File: config.mk
export PLATFORM = sky130hd
export DESIGN_NAME = regfile_rd
export DESIGN_NICKNAME = d
export VERILOG_FILES = /design/src/rtl/regfile_rd.sv
export SDC_FILE = /design/constraint.sdc
export NUM_CORES = 2
export LEC_CHECK = 0
export BUFFER_PORTS_ARGS = -buffer_cell sky130_fd_sc_hd__buf_2
export CAP_MARGIN = 0
export CORE_AREA = 2 2 360 362
export DETAILED_ROUTE_END_ITERATION = 8
export DIE_AREA = 0 0 362 364
export PLACE_DENSITY = 0.62
export SYNTH_ARGS = -nofsm -noshare
export SYNTH_HDL_FRONTEND = slang
export SYNTH_SLANG_ARGS = --single-unit
File: constraint.sdc
create_clock -name clk -period 6.06 [get_ports clk]
set_input_delay 0.909 -clock clk [delete_from_list [all_inputs] [get_ports clk]]
set_output_delay 0.909 -clock clk [all_outputs]
set_load 0.02 [all_outputs]
File: src/rtl/regfile_rd.sv
// Register file: one write port, two registered read ports with write-through bypass.
// Entry 0 is hardwired to zero; synchronous active-high reset clears everything.
module regfile_rd #(
  parameter int DW = 32,
  parameter int AW = 5
) (
  input  logic          clk,
  input  logic          rst,
  input  logic          we,
  input  logic [AW-1:0] waddr,
  input  logic [DW-1:0] wdata,
  input  logic          re,
  input  logic [AW-1:0] ra_addr,
  input  logic [AW-1:0] rb_addr,
  output logic [DW-1:0] ra_data,
  output logic [DW-1:0] rb_data,
  output logic          rd_valid
);

  localparam int NENT = 2 ** AW;

  logic [DW-1:0] mem [NENT];
  logic          wr_hit;
  logic [DW-1:0] ra_next;
  logic [DW-1:0] rb_next;

  assign wr_hit = we && (waddr != '0);

  // Bypass only for a real write; address 0 always reads as zero.
  always_comb begin
    ra_next = '0;
    rb_next = '0;
    if (ra_addr != '0) begin
      if (wr_hit && (waddr == ra_addr)) ra_next = wdata;
      else                              ra_next = mem[ra_addr];
    end
    if (rb_addr != '0) begin
      if (wr_hit && (waddr == rb_addr)) rb_next = wdata;
      else                              rb_next = mem[rb_addr];
    end
  end

  always_ff @(posedge clk) begin
    if (rst) begin
      for (int i = 0; i < NENT; i++) mem[i] <= '0;
    end else if (wr_hit) begin
      mem[waddr] <= wdata;
    end
  end

  always_ff @(posedge clk) begin
    if (rst) begin
      ra_data  <= '0;
      rb_data  <= '0;
      rd_valid <= 1'b0;
    end else begin
      rd_valid <= re;
      if (re) begin
        ra_data <= ra_next;
        rb_data <= rb_next;
      end
    end
  end

endmodule

==> summary.md <==
| Metric | Value |
|---|---|
| Post-synth EDFFs | `1024` |
| Post-route DRC | `0` |
| Vias in the first global route | `37100` |
| Post-synthesis async set-or-reset flop share | `0%` |
| Cell count after synthesis | `4120` |
| Worst vdd ir | `0.260 mV` |
| Post-CTS sizing | `0` |
| Nets | `4131` |
| Seq/Total Area, Yosys | `56.2%` |
| Switching Power | `4.65 mW` |
| Rows | `132` |
| Pwr per Cell Area | `290 nW/µm²` |
| Vias | `38000` |
| Cells after DPL | `5635` |
| Slew HR | `8.53%` |
| ANT nets after route | `0` |
| Fmax | `0.260 GHz` |
| CTS Buffer Depth | `3` |
| Crit share post-route | `63.6%` |
| Largest net degree at the start of global routing | `112` |
| Final Core Density | `49.7%` |
| Setup TNS | `0 ns` |
| Syn avg cell area | `13.9 µm²` |
| I/O Pins | `116` |
| Netlist cell types | `43` |
| Drt first pass iters | `6` |
| Core area | `128000 µm²` |
| Hpwl dp | `118000 µm` |
| Flop2flop setup slack | `3.46 ns` |
| Setup Crit Path Kind | `input pin to flop` |
| Clk sinks | `1089` |
| Initial DRC count | `5528` |
| YS warnings | `0` |
| Final hold vios | `0` |
| Maxcap violations | `0` |
| Total wire length | `200000 µm` |
| RR Startpoint | `mem[16][10]` |
| Synth Register Bits | `1089` |
| Required @ worst endpoint | `6.67 ns` |
| Worst-margin pin slew | `1.37 ns` |
| WL per Instance | `34.1 µm` |
| Fraction of layout cells with a size suffix above 1 | `19.8%` |
| Die X-Extent | `362 µm` |
| Via/cell ratio | `6.48` |
| Setup Viol. Count Final | `0` |
| Initial antenna violation count | `19` |
| CP startpoint kind | `input pin` |
| GR Overflow Total | `0` |
| Combinational power share | `11.2%` |
| Leak | `22.7 nW` |
| Internal power | `13.8 mW` |
| First-pass GRT wire length | `281000 µm` |
| Die area | `132000 µm²` |
| Status | `finished, final reports clean` |
| Flop pwr share | `48.2%` |
| Clock power frac | `40.5%` |
| Hold-fix buffers at CTS | `0` |
| Root buffer cell | `clkbuf_16` |
| Port Buffers | `115` |
| Max Slew Vio Count | `0` |
| Cts bufs inserted | `118` |
| Clk_lat worst skew | `0.75 ns` |
| Worst Skew | `0.0309 ns` |
| Minimum clock period | `3.85 ns` |
| Sw frac | `25.2%` |
| Die H | `364 µm` |
| Crit end category | `flop` |
| CP startpoint | `ra_addr[0]` |
| Gpl congestion | `0.870` |
| CTS tree | `done` |
| Hold_sp | `ra_data[4]` |
| Post-route insts no fill | `5866` |
| P&R area growth vs syn | `11.8%` |
| Crit Path Max Fanout | `65` |
| RSZ-0062 raised after global routing | `false` |
| Synth Flop Type | `edfxtp_1` |
| Gr usage total | `30.1%` |
| Clock transition at path regs | `0.06 ns` |
| Arr. time, crit path | `4.46 ns` |
| FILL cells | `10900` |
| Post-Syn Area | `57100 µm²` |
| Setup repair bufs after CTS | `0` |
| Worst Hold Class | `flop to flop` |
| Htree depth | `3` |
| Initial Util | `44.5%` |
registers in the layout (all words and copies together) (netlist names):
| name | count |
|---|---|
| ra_data | 32 |
| rb_data | 32 |
| rd_valid | 1 |
| mem | 1024 |
cells in the mapped netlist, types with 2 or more instances:
cell	n	area [µm²]
nor2_1	68	255
buf_4	14	105
mux4_2	316	7120
or3_1	33	206
dfxtp_1	65	1300
o21ai_0	63	315
a221o_1	32	320
nand3b_1	6	45.0
nor3_1	33	165
a221oi_1	64	561
or3b_2	2	17.5
buf_1	22	82.6
nand2_1	5	18.8
buf_6	5	56.3
a22o_1	32	280
a211oi_1	62	465
buf_2	88	440
nor2b_1	68	425
a22oi_1	227	1700
mux2i_1	392	3920
nand2b_1	2	12.5
nand3_1	4	20.0
edfxtp_1	1024	30700
and2_1	1028	6430
inv_1	2	7.51
clkbuf_1	308	1160
a21oi_1	130	651
xnor2_1	10	87.6
layout make-up:
type | count | area [µm²] | share of cell area, %
Sequential cell | 1089 | 32100 | 50.2
Multi-Input combinational cell | 2623 | 23900 | 37.5
Clock buffer | 178 | 3470 | 5.44
Tap cell | 1675 | 2100 | 3.28
Timing Repair Buffer | 246 | 1730 | 2.71
Clock inverter | 46 | 539 | 0.845
Antenna cell | 7 | 17.5 | 0.0274
Inverter | 2 | 7.51 | 0.0118
logic make-up after synthesis:
logic type / synth area share, %
AOI/OAI and AO/OA: 7.68
muxes: 19.3
DFF: 56.2
xor gates and xnor gates: 0.153
buffers and inverters: 3.24
and+or+nand+nor: 13.4
other: 0.00657
power by group through the flow:
| stage | Combinational, mW | Sequential, mW | Clock (mW) |
|---|---|---|---|
| floorplan | 1.24 | 9.02 | 0 |
| global route | 2.15 | 8.96 | 7.81 |
| finish | 2.08 | 8.92 | 7.50 |
| global placement | 2.03 | 9.05 | 0 |
| CTS | 2.04 | 8.91 | 7.55 |
| detailed placement | 2.04 | 9.07 | 0 |
per-layer routing:
| metal | GRT usage [%] | wire, µm | vias to the layer above |
|---|---|---|---|
| li1 | - | - | 15600 |
| met1 | 41.4 | 78500 | 19600 |
| met5 | 0.799 | 195 | - |
| met4 | 13.0 | 9590 | 16 |
| met3 | 6.41 | 21600 | 417 |
| met2 | 46.2 | 90100 | 2353 |
cells in the final DEF, fill, tap and decap left out, types with 3 or more instances in the layout:
cell and instances:
a211oi_1 62, mux4_2 316, clkbuf_16 121, clkinv_4 3, nand2_1 4, a21oi_1 130, nor2_4 18, nand3_1 4
clkinv_2 16, nand3b_1 6, clkbuf_8 23, buf_12 10, a22oi_1 227, or3_1 33, a221oi_1 64, nor2_1 33
conb_1 32, mux2i_1 392, buf_8 3, nor2b_4 4, xnor2_1 10, nor3_1 33, bufinv_16 11, and2_2 3
nor2b_1 64, o21ai_4 31, diode_2 7, dfxtp_1 65, edfxtp_1 1024, buf_2 110, o21ai_0 32, a22o_1 32
clkinv_1 12, and2_1 1024, buf_4 121, nor2_2 17, clkbuf_1 34, a221o_1 32
path summary, 6_finish.rpt:
kind,end,cells after the start
setup reg to reg,ra_data[10],6
hold / removal,ra_data[4],2
hold reg to reg,ra_data[4],2
setup / recovery,ra_data[21],8
worst max-delay path: stages:
cell and delay, ns:
buf_8 0.56, buf_4 0.47, buf_4 0.58, mux4_2 0.57, nor2b_1 0.14, a211oi_1 0.66, nor3_1 0.14, a221o_1 0.31
per-stage QoR:
step / worst slack, ns / area, µm² / total power, mW / hold WS, ns
after global routing: 2.20 / 63800 / 18.9 / 0.577
after global placement: 1.57 / 59800 / 11.1 / 0.547
after detailed placement: 1.55 / 59800 / 11.1 / 0.546
final: 2.21 / 63800 / 18.5 / 0.571
after floorplan: 1.53 / 57200 / 10.3 / 0.680
after CTS: 2.32 / 63800 / 18.5 / 0.536
(Power assumes the default switching activity.)
